### config.mk
export PLATFORM = sky130hd
export DESIGN_NAME = enc_tx_ctrl
export DESIGN_NICKNAME = d
export VERILOG_FILES = /design/src/rtl/enc8b10b_pkg.sv /design/src/rtl/enc_8b10b_core.sv /design/src/rtl/enc_tx_ctrl.sv
export SDC_FILE = /design/constraint.sdc
export NUM_CORES = 1
export LEC_CHECK = 0
export BUFFER_PORTS_ARGS = -buffer_cell sky130_fd_sc_hd__buf_2
export CAP_MARGIN = 20
export CELL_PAD_IN_SITES_DETAIL_PLACEMENT = 1
export CELL_PAD_IN_SITES_GLOBAL_PLACEMENT = 1
export CORE_ASPECT_RATIO = 2
export CORE_UTILIZATION = 47
export CTS_BUF_LIST = sky130_fd_sc_hd__clkbuf_2
export CTS_CLUSTER_SIZE = 8
export DETAILED_ROUTE_END_ITERATION = 10
export GPL_TIMING_DRIVEN = 0
export PLACE_DENSITY_LB_ADDON = 0.1
export SLEW_MARGIN = 40
export SYNTH_ARGS = -nofsm -noshare
export SYNTH_HDL_FRONTEND = slang
export SYNTH_SLANG_ARGS = --single-unit
### constraint.sdc
create_clock -name clk_i -period 12.9 [get_ports clk_i]
set_input_delay 0.645 -clock clk_i [delete_from_list [all_inputs] [get_ports clk_i]]
set_output_delay 0.645 -clock clk_i [all_outputs]
set_load 0.005 [all_outputs]
### src/rtl/enc8b10b_pkg.sv
// Shared types, constants and helpers for the 8b/10b transmit controller.
// Defining ENC_TX_CTRL_ALIGN_EN adds the ALIGN state to the FSM enum.
package enc8b10b_pkg;

    typedef enum logic [1:0] {
        ST_SYNC,
        ST_DATA
`ifdef ENC_TX_CTRL_ALIGN_EN
        , ST_ALIGN
`endif
    } tx_state_e;

    localparam logic [7:0] K28_5  = 8'hBC;
    localparam logic       RD_NEG = 1'b0;
    localparam logic       RD_POS = 1'b1;

    // Only K28.y and the four Kx.7 codes have legal encodings.
    function automatic logic is_valid_k(input logic [7:0] b);
        logic [4:0] x;
        logic [2:0] y;
        x = b[4:0];
        y = b[7:5];
        return (x == 5'd28) ||
               ((y == 3'd7) && ((x == 5'd23) || (x == 5'd27) ||
                                (x == 5'd29) || (x == 5'd30)));
    endfunction

endpackage

### src/rtl/enc_8b10b_core.sv
// Combinational 8b/10b encoder: 5b6b then 3b4b, disparity chained between them.
// Output bit order is abcdei fghj with a in the MSB.
module enc_8b10b_core
    import enc8b10b_pkg::*;
(
    input  logic [7:0] data_i,
    input  logic       k_i,
    input  logic       rd_i,
    output logic [9:0] sym_o,
    output logic       rd_o
);

    logic [4:0] x;
    logic [2:0] y;
    logic [5:0] code6;
    logic [5:0] six;
    logic [3:0] code4;
    logic [3:0] four;
    logic       rd6;
    logic       bal6;
    logic       bal4;
    logic       alt;

    assign x = data_i[4:0];
    assign y = data_i[7:5];

    // Tables hold the RD- code; unbalanced codes (and D.7 / D.x.3) invert under RD+.
    always_comb begin
        case (x)
            5'd0:    code6 = 6'b100111;
            5'd1:    code6 = 6'b011101;
            5'd2:    code6 = 6'b101101;
            5'd3:    code6 = 6'b110001;
            5'd4:    code6 = 6'b110101;
            5'd5:    code6 = 6'b101001;
            5'd6:    code6 = 6'b011001;
            5'd7:    code6 = 6'b111000;
            5'd8:    code6 = 6'b111001;
            5'd9:    code6 = 6'b100101;
            5'd10:   code6 = 6'b010101;
            5'd11:   code6 = 6'b110100;
            5'd12:   code6 = 6'b001101;
            5'd13:   code6 = 6'b101100;
            5'd14:   code6 = 6'b011100;
            5'd15:   code6 = 6'b010111;
            5'd16:   code6 = 6'b011011;
            5'd17:   code6 = 6'b100011;
            5'd18:   code6 = 6'b010011;
            5'd19:   code6 = 6'b110010;
            5'd20:   code6 = 6'b001011;
            5'd21:   code6 = 6'b101010;
            5'd22:   code6 = 6'b011010;
            5'd23:   code6 = 6'b111010;
            5'd24:   code6 = 6'b110011;
            5'd25:   code6 = 6'b100110;
            5'd26:   code6 = 6'b010110;
            5'd27:   code6 = 6'b110110;
            5'd28:   code6 = 6'b001110;
            5'd29:   code6 = 6'b101110;
            5'd30:   code6 = 6'b011110;
            default: code6 = 6'b101011;
        endcase
        if (k_i && (x == 5'd28)) begin
            code6 = 6'b001111;
        end
        bal6 = ($countones(code6) == 3);
        six  = ((rd_i == RD_POS) && (!bal6 || (x == 5'd7))) ? ~code6 : code6;
        rd6  = bal6 ? rd_i : ~rd_i;

        alt = k_i ||
              ((rd6 == RD_NEG) && ((x == 5'd17) || (x == 5'd18) || (x == 5'd20))) ||
              ((rd6 == RD_POS) && ((x == 5'd11) || (x == 5'd13) || (x == 5'd14)));

        case (y)
            3'd0:    code4 = 4'b1011;
            3'd1:    code4 = 4'b1001;
            3'd2:    code4 = 4'b0101;
            3'd3:    code4 = 4'b1100;
            3'd4:    code4 = 4'b1101;
            3'd5:    code4 = 4'b1010;
            3'd6:    code4 = 4'b0110;
            default: code4 = alt ? 4'b0111 : 4'b1110;
        endcase
        bal4 = ($countones(code4) == 2);
        four = ((rd6 == RD_POS) && (!bal4 || (y == 3'd3))) ? ~code4 : code4;
        // K28 neutral trailers flip after a negative 6b half, unlike data.
        if (k_i && (rd6 == RD_NEG) && bal4 && (y != 3'd3)) begin
            four = ~four;
        end
        rd_o  = bal4 ? rd6 : ~rd6;
        sym_o = {six, four};
    end

endmodule

### src/rtl/enc_tx_ctrl.sv
// 8b/10b transmit controller: SYNC comma burst, then data with idle commas.
// Defining ENC_TX_CTRL_ALIGN_EN adds periodic alignment commas via the ALIGN state.
module enc_tx_ctrl
    import enc8b10b_pkg::*;
#(
    parameter int SYNC_LEN     = 4,
    parameter int ALIGN_PERIOD = 256
) (
    input  logic       clk_i,
    input  logic       rst_n_i,
    input  logic       sym_en_i,
    input  logic       in_valid_i,
    input  logic       in_k_i,
    input  logic [7:0] in_data_i,
    output logic       in_ready_o,
    output logic [9:0] out_sym_o,
    output logic       out_rd_o,
    output logic       out_kerr_o,
    output logic       link_up_o
);

    localparam int            SW        = (SYNC_LEN > 1) ? $clog2(SYNC_LEN) : 1;
    localparam logic [SW-1:0] SYNC_LAST = SW'(SYNC_LEN - 1);

    if ((SYNC_LEN < 1) || (ALIGN_PERIOD < 2)) begin : g_param_check
        $error("enc_tx_ctrl: SYNC_LEN must be >= 1 and ALIGN_PERIOD >= 2");
    end

    tx_state_e     state_q;
    logic [SW-1:0] sync_cnt_q;
    logic [9:0]    out_sym_q;
    logic          rd_q;
    logic          kerr_q;
    logic          link_up_q;
    logic          align_due;
    logic          transfer;
    logic          bad_k;
    logic [7:0]    enc_data;
    logic          enc_k;
    logic [9:0]    enc_sym;
    logic          enc_rd;

`ifdef ENC_TX_CTRL_ALIGN_EN
    localparam int            AW         = $clog2(ALIGN_PERIOD);
    localparam logic [AW-1:0] ALIGN_LAST = AW'(ALIGN_PERIOD - 1);

    logic [AW-1:0] align_cnt_q;
    logic [AW-1:0] align_cnt_d;
    logic          comma_out;

    assign align_due   = (align_cnt_q == ALIGN_LAST);
    assign align_cnt_d = align_cnt_q + AW'(1);
    assign comma_out   = enc_k && (enc_data == K28_5);
`else
    assign align_due = 1'b0;
`endif

    assign in_ready_o = sym_en_i && (state_q == ST_DATA) && !align_due;
    assign transfer   = in_valid_i && in_ready_o;
    assign bad_k      = transfer && in_k_i && !is_valid_k(in_data_i);

    // Anything other than an accepted legal byte goes out as a K28.5 comma.
    always_comb begin
        enc_data = K28_5;
        enc_k    = 1'b1;
        if (transfer && !bad_k) begin
            enc_data = in_data_i;
            enc_k    = in_k_i;
        end
    end

    enc_8b10b_core u_core (
        .data_i (enc_data),
        .k_i    (enc_k),
        .rd_i   (rd_q),
        .sym_o  (enc_sym),
        .rd_o   (enc_rd)
    );

    always_ff @(posedge clk_i or negedge rst_n_i) begin
        if (!rst_n_i) begin
            state_q     <= ST_SYNC;
            sync_cnt_q  <= '0;
            out_sym_q   <= '0;
            rd_q        <= RD_NEG;
            kerr_q      <= 1'b0;
            link_up_q   <= 1'b0;
`ifdef ENC_TX_CTRL_ALIGN_EN
            align_cnt_q <= '0;
`endif
        end else begin
            kerr_q <= bad_k;
            if (sym_en_i) begin
                out_sym_q <= enc_sym;
                rd_q      <= enc_rd;
                case (state_q)
                    ST_SYNC: begin
                        if (sync_cnt_q == SYNC_LAST) begin
                            state_q    <= ST_DATA;
                            link_up_q  <= 1'b1;
                            sync_cnt_q <= '0;
                        end else begin
                            sync_cnt_q <= sync_cnt_q + SW'(1);
                        end
                    end
                    ST_DATA: begin
`ifdef ENC_TX_CTRL_ALIGN_EN
                        // Entering ALIGN as the count lands makes the comma the next slot.
                        if (comma_out) begin
                            align_cnt_q <= '0;
                        end else begin
                            align_cnt_q <= align_cnt_d;
                            if (align_cnt_d == ALIGN_LAST) begin
                                state_q <= ST_ALIGN;
                            end
                        end
`endif
                    end
`ifdef ENC_TX_CTRL_ALIGN_EN
                    ST_ALIGN: begin
                        align_cnt_q <= '0;
                        state_q     <= ST_DATA;
                    end
`endif
                    default: state_q <= ST_SYNC;
                endcase
            end
        end
    end

    assign out_sym_o  = out_sym_q;
    assign out_rd_o   = rd_q;
    assign out_kerr_o = kerr_q;
    assign link_up_o  = link_up_q;

endmodule

# After elaboration in Yosys (flattened, before gate mapping)
# Memory sizes are Yosys's and may differ from the RTL's.
# Cells that the tools add are included.
# op_classes
bitwise	6
mux	13
n_addsub	9
n_eq_ne	26
reduce_logical	35
# ops
op	n
$add 32x32->32	3
$eq 32x3->1 const B	2
$eq 5x5->1 const B	9
$pmux 4 s7	1
$eq 5x4->1 const B	3
$logic_and 1x1->1	14
$eq 3x3->1 const B	4
$logic_or 1x1->1	12
$mux 4	3
$mux 6	2
$add 1x1->2	5
$mux 8	1
$not 4->4	2
$eq 3x2->1 const B	2
$not 6->6	1
$reduce_and 3->1	2
$eq 5x3->1 const B	1
$logic_not 1->1	4
$mux 2	2
$pmux 2 s2	1
$eq 3x1->1 const B	1
$logic_not 3->1	1
$mux 1	3
$ne 3x2->1 const B	1
other kinds (7)	9
# totals
n_memories	1
romBits	192
in_bits	13
output_inout_bits	14
word_cells	96
ff_bits	17
# mem_list
name	words	word_bits	rd	rd_ports_with_merged_regs	wr	line	text
(name not given)	32	6	1	0	0	enc_8b10b_core.sv:29	case (x)

# Depth between registers and ports, before layout
# depth
depth_word	34
mapped_depth	30
ltp_nobuf	28

# Modules after synthesis
# Synthesis repeated with hierarchy kept, for this count alone.
# unflattened
cells_unflattened	171
hier_area_um2	1619.1
# by_module_without_submodules
mod	seq_area_each_um2	area_each_um2	cells_each	n_inst
enc_8b10b_core	0.0	860.8	111	1
enc_tx_ctrl	400.4	758.2	60	1

# Worst setup path after synthesis
# OpenSTA, ideal clock, no wires.
# synth_path
path_type	input -> register
start	input in_data_i[2]
end	register out_sym_q[2], in the netlist out_sym_o[2]
setup_time_ns	0.125
path_buffers	2
path_stages	29
slack_ns	6.436
arrival_ns	6.339
t_required_ns	12.775
path_cell_list	buf_2 nand4b_1 and2_4 a221oi_4 buf_4 and2_1 inv_1 ha_1 nor3_1 or3_1 a32oi_1 a311o_1 ha_1 fa_1 ha_1 and4bb_2 xor2_1 and4b_1 a21oi_1 nand2b_1 and2_1 ha_1 xor2_1 a211oi_1 mux2i_1 a31oi_1 inv_1 xnor2_1 mux2_2
# synth_via
elab_chain_cells	34
elab_cells_between_ends	66
cone_classes	add/sub: 8; eq/ne: 21; mux: 8; bitwise: 3; reduce/logical: 25; memory: 1
# synth_lines
item	line	text
start: declaration	enc_tx_ctrl.sv:14	input logic [7:0] in_data_i,
branches (longest 33 deep; another with $mem_v2 32x6)	n/a	
$mux 4 *	enc_8b10b_core.sv:87	if (k_i && (rd6 == RD_NEG) && bal4 && (y != 3'd3)) begin
end signal: assignment	enc_tx_ctrl.sv:94	out_sym_q <= enc_sym;
end: declaration	enc_tx_ctrl.sv:31	logic [9:0] out_sym_q;
# Every way passes the cells marked *.
# A chain may end at the register's enable or synchronous reset.

# Worst setup path after layout
# layout_path
start	input in_data_i[0]
end	register out_sym_q[2], in the netlist out_sym_o[2]
# Same word-level chain as after synthesis.

==> impl_metrics.py <==
metrics = {
    "sta": {
        "slew_violations": 0,
        "timing.final.crit_share_pct": 55.12,
        "hold_viol": 0,
        "finalSetupTns_ns": 0,
        "grt_setup_unrepaired": "false",
        "fmax_mhz": 140.6,
        "maxSlewHeadroom_pct": 47.94,
        "finalSetupViolCount": 0,
        "tightest_slew_ns": 0.7749,
        "skew_ns": 0.002845,
        "fin_ws_ns": 5.789,
        "layout_min_cycle_time_ns": 7.111,
    },
    "power": {
        "netSwitchingPower_uw": 88.64,
        "combPwrFrac_pct": 51.4,
        "pwr-share-seq_pct": 38.7,
        "switching_share_pct": 40.01,
        "clockPowerShare_pct": 9.9,
        "intPower_uw": 132.9,
        "p_per_area_nw_per_um2": 114.2,
        "ir_drop_mv": 0.04280,
        "power.leakage_nw": 0.8743,
    },
    "global_routing": {
        "grt_max_degree": 17,
        "antenna_found_initial": 0,
        "grt_pass1_wl_microns": 7935,
        "grt.overflow.total": 0,
        "grt.total_usage_pct": 26.71,
        "grt_pass1_vias": 1820,
    },
    "cts": {
        "cts-root-buf": "clkbuf_2",
        "cts_buffer_depth": 2,
        "cts_hold_buf": 0,
        "htreeDepth": 1,
        "cts-resized-gates": 0,
        "post_cts_buffers": 0,
        "insertion_delay_ns": 0.30,
        "cts_made_buffers": 3,
        "path_clk_slew_ns": 0.13,
        "cts_tree": "done",
        "cts.sinks": 16,
    },
    "routing": {
        "drt-total-wl_microns": 4800,
        "detail_route.wl_per_cell_microns": 16.90,
        "dr_total_vias": 1664,
        "vias_per_cell": 5.859,
        "ant_nets": 0,
        "drt_pass1_iterations": 4,
        "drtIter0Drc": 21,
        "route.detailed.drc": 0,
    },
    "final_layout": {
        "antennaDiodeCount": 0,
        "post-route-util_pct": 54.38,
        "synthToLayoutAreaGrowth_pct": 11.18,
        "design_area_sq_um": 1941,
        "layout-drive-gt1-share_pct": 19.57,
        "fin_nets": 269,
    },
    "synth": {
        "syn_area_per_cell_sq_um": 8.391,
        "syn_nets": 241,
        "synth_ff_type": "dfrtp_1",
        "synth_seq_cells": 16,
        "netlist_instances": 208,
        "yosys_warnings": 0,
        "syn-cell-area_sq_um": 1745,
        "yosysUniqueCellTypes": 52,
        "synth_edf_count": 0,
        "synth-async-reset-ratio_pct": 100.0,
        "yosysSeqAreaShare_pct": 22.94,
    },
    "placement": {
        "place_ws_ns": 5.421,
        "gp_congestion": 0.8610,
        "dp_hpwl_microns": 4174,
        "port_buffers": 23,
        "dpl_cell_area_sq_um": 1922,
    },
    "die": {
        "core_region_area_sq_um": 3568,
        "die_w_microns": 45.09,
        "ios": 27,
        "rows": 31,
        "die_area_sq_um": 3976,
        "start_util_pct": 48.91,
        "die_height_microns": 88.18,
    },
    "critical_path": {
        "worstSetupPathType": "input pin to flip-flop",
        "cp.required_ns": 13.10,
        "critPathArrivalTime_ns": 7.31,
        "path_max_fanout": 10,
        "end_kind": "flip-flop",
        "critPathLaunchType": "input pin",
        "cp-startpoint": "in_data_i[0]",
        "r2r_start": "state_q[0]",
    },
    "job": {
        "maxCapViolCount": 0,
    },
    "min_path": {
        "hold_path_class": "input pin to asynchronous set/reset pin",
    },
    "status": {
        "status": "complete, no violations",
    },
}
power by group through the flow:
stage | Combinational [mW] | Sequential (mW) | Clock (mW)
floorplan | 0.0712 | 0.0870 | 0
global placement | 0.107 | 0.0854 | 0
detailed placement | 0.115 | 0.0875 | 0
CTS | 0.116 | 0.0863 | 0.0231
global route | 0.127 | 0.0881 | 0.0249
finish | 0.114 | 0.0857 | 0.0220
worst paths after layout:
check	to	slack, ns	cells after the start
worst min register to register	link_up_o	0.49	1
worst max-delay path	out_sym_o[2]	5.79	28
min in group clk_i	link_up_o	0.49	1
worst max register to register	out_sym_o[2]	5.99	26
max in group asynchronous	out_sym_o[3]	12.42	1
worst min-delay path	out_kerr_o	0.23	1
registers in the layout (all words and copies together) (netlist names):
signal,count
out_sym_o,10
sync_cnt_q,2
out_rd_o,1
out_kerr_o,1
link_up_o,1
state_q,1
critical path, cell delays in order:
cell and delay [ns]:
buf_2 0.21, nand4b_1 0.15, and2_4 0.20, a221oi_4 0.45, buf_4 0.27, and2_1 0.21, inv_1 0.12, ha_1 0.30
o21ai_0 0.25, a32oi_1 0.20, a311o_1 0.42, ha_1 0.34, fa_1 0.41, ha_1 0.28, and4bb_2 0.28, xor2_1 0.42
and4b_1 0.29, a21oi_1 0.11, nand2b_1 0.12, nand2b_1 0.08, ha_1 0.29, xor2_1 0.18, a211oi_1 0.18, mux2i_1 0.12
a31oi_1 0.26, inv_1 0.13, xnor2_1 0.14, mux2_2 0.27
cells by family (layout without fill, tap and decap cells):
kind of cell | count (synthesis) | in the layout | synth area share, %
simple gates | 79 | 79 | 23.51
compound gates | 54 | 54 | 22.94
fa+ha+maj | 21 | 21 | 15.77
buf+inv | 20 | 47 | 4.731
flops | 16 | 16 | 22.94
xor+xnor | 9 | 9 | 4.516
mux | 9 | 9 | 5.591
placed cells by master, fill, tap and decap left out, types with 3 or more instances in the layout:
cell type and count:
buf_2 26, nor2_1 20, nand2_1 18, ha_1 18, dfrtp_1 16, a21oi_1 14
inv_1 12, o21ai_0 9, nand2b_1 8, nand3_1 6, nor3_1 6, mux2_2 6
o211ai_1 5, xnor2_1 5, and2_1 4, xor2_1 4, and3_1 3, a221o_1 3
clkbuf_1 3, mux2i_1 3, clkbuf_2 3
metrics by stage:
step                      std cells  hold WS (ns)  power, mW
after floorplan                 208        0.3494     0.1582
after global placement          280        0.4538     0.1926
after detailed placement        280        0.4606     0.2028
after CTS                       284        0.2279     0.2250
after global routing            284        0.2275     0.2399
final                           284        0.2252     0.2215
routing by layer:
layer  part of all wire, %  vias to the layer above  global-route usage, %
met2                    60                       39                  53.23
met4                   4.6                        0                  15.98
li1                      -                      804                      -
met5                     0                        -                      0
met1                    33                      804                  24.06
met3                   2.0                       17                  1.443
synthesized netlist by cell type (all sizes together) (4+ instances only):
| master | number | area, sq um |
|---|---|---|
| nor2 | 20 | 75.07 |
| o21ai | 9 | 45.04 |
| mux2 | 6 | 67.56 |
| dfrtp | 16 | 400.4 |
| xnor2 | 5 | 43.79 |
| a21oi | 16 | 87.59 |
| o211ai | 6 | 50.05 |
| nand2b | 8 | 50.05 |
| xor2 | 4 | 35.03 |
| nand3 | 6 | 30.03 |
| buf | 5 | 26.27 |
| and2 | 5 | 33.78 |
| nor3 | 6 | 30.03 |
| nand2 | 18 | 67.56 |
| inv | 12 | 45.04 |
| ha | 18 | 225.2 |
cell type report:
class | instances | area (sq um)
timing repair buffer | 23 | 115.1
inverter | 12 | 45.04
clock buffer | 3 | 15.01
buffer | 8 | 37.54
clock inverter | 1 | 3.754
tap | 49 | 61.31
fill | 473 | 1628
multi-input combinational | 172 | 1262
sequential | 16 | 400.4
No activity file was read; power rests on OpenSTA's default activity.
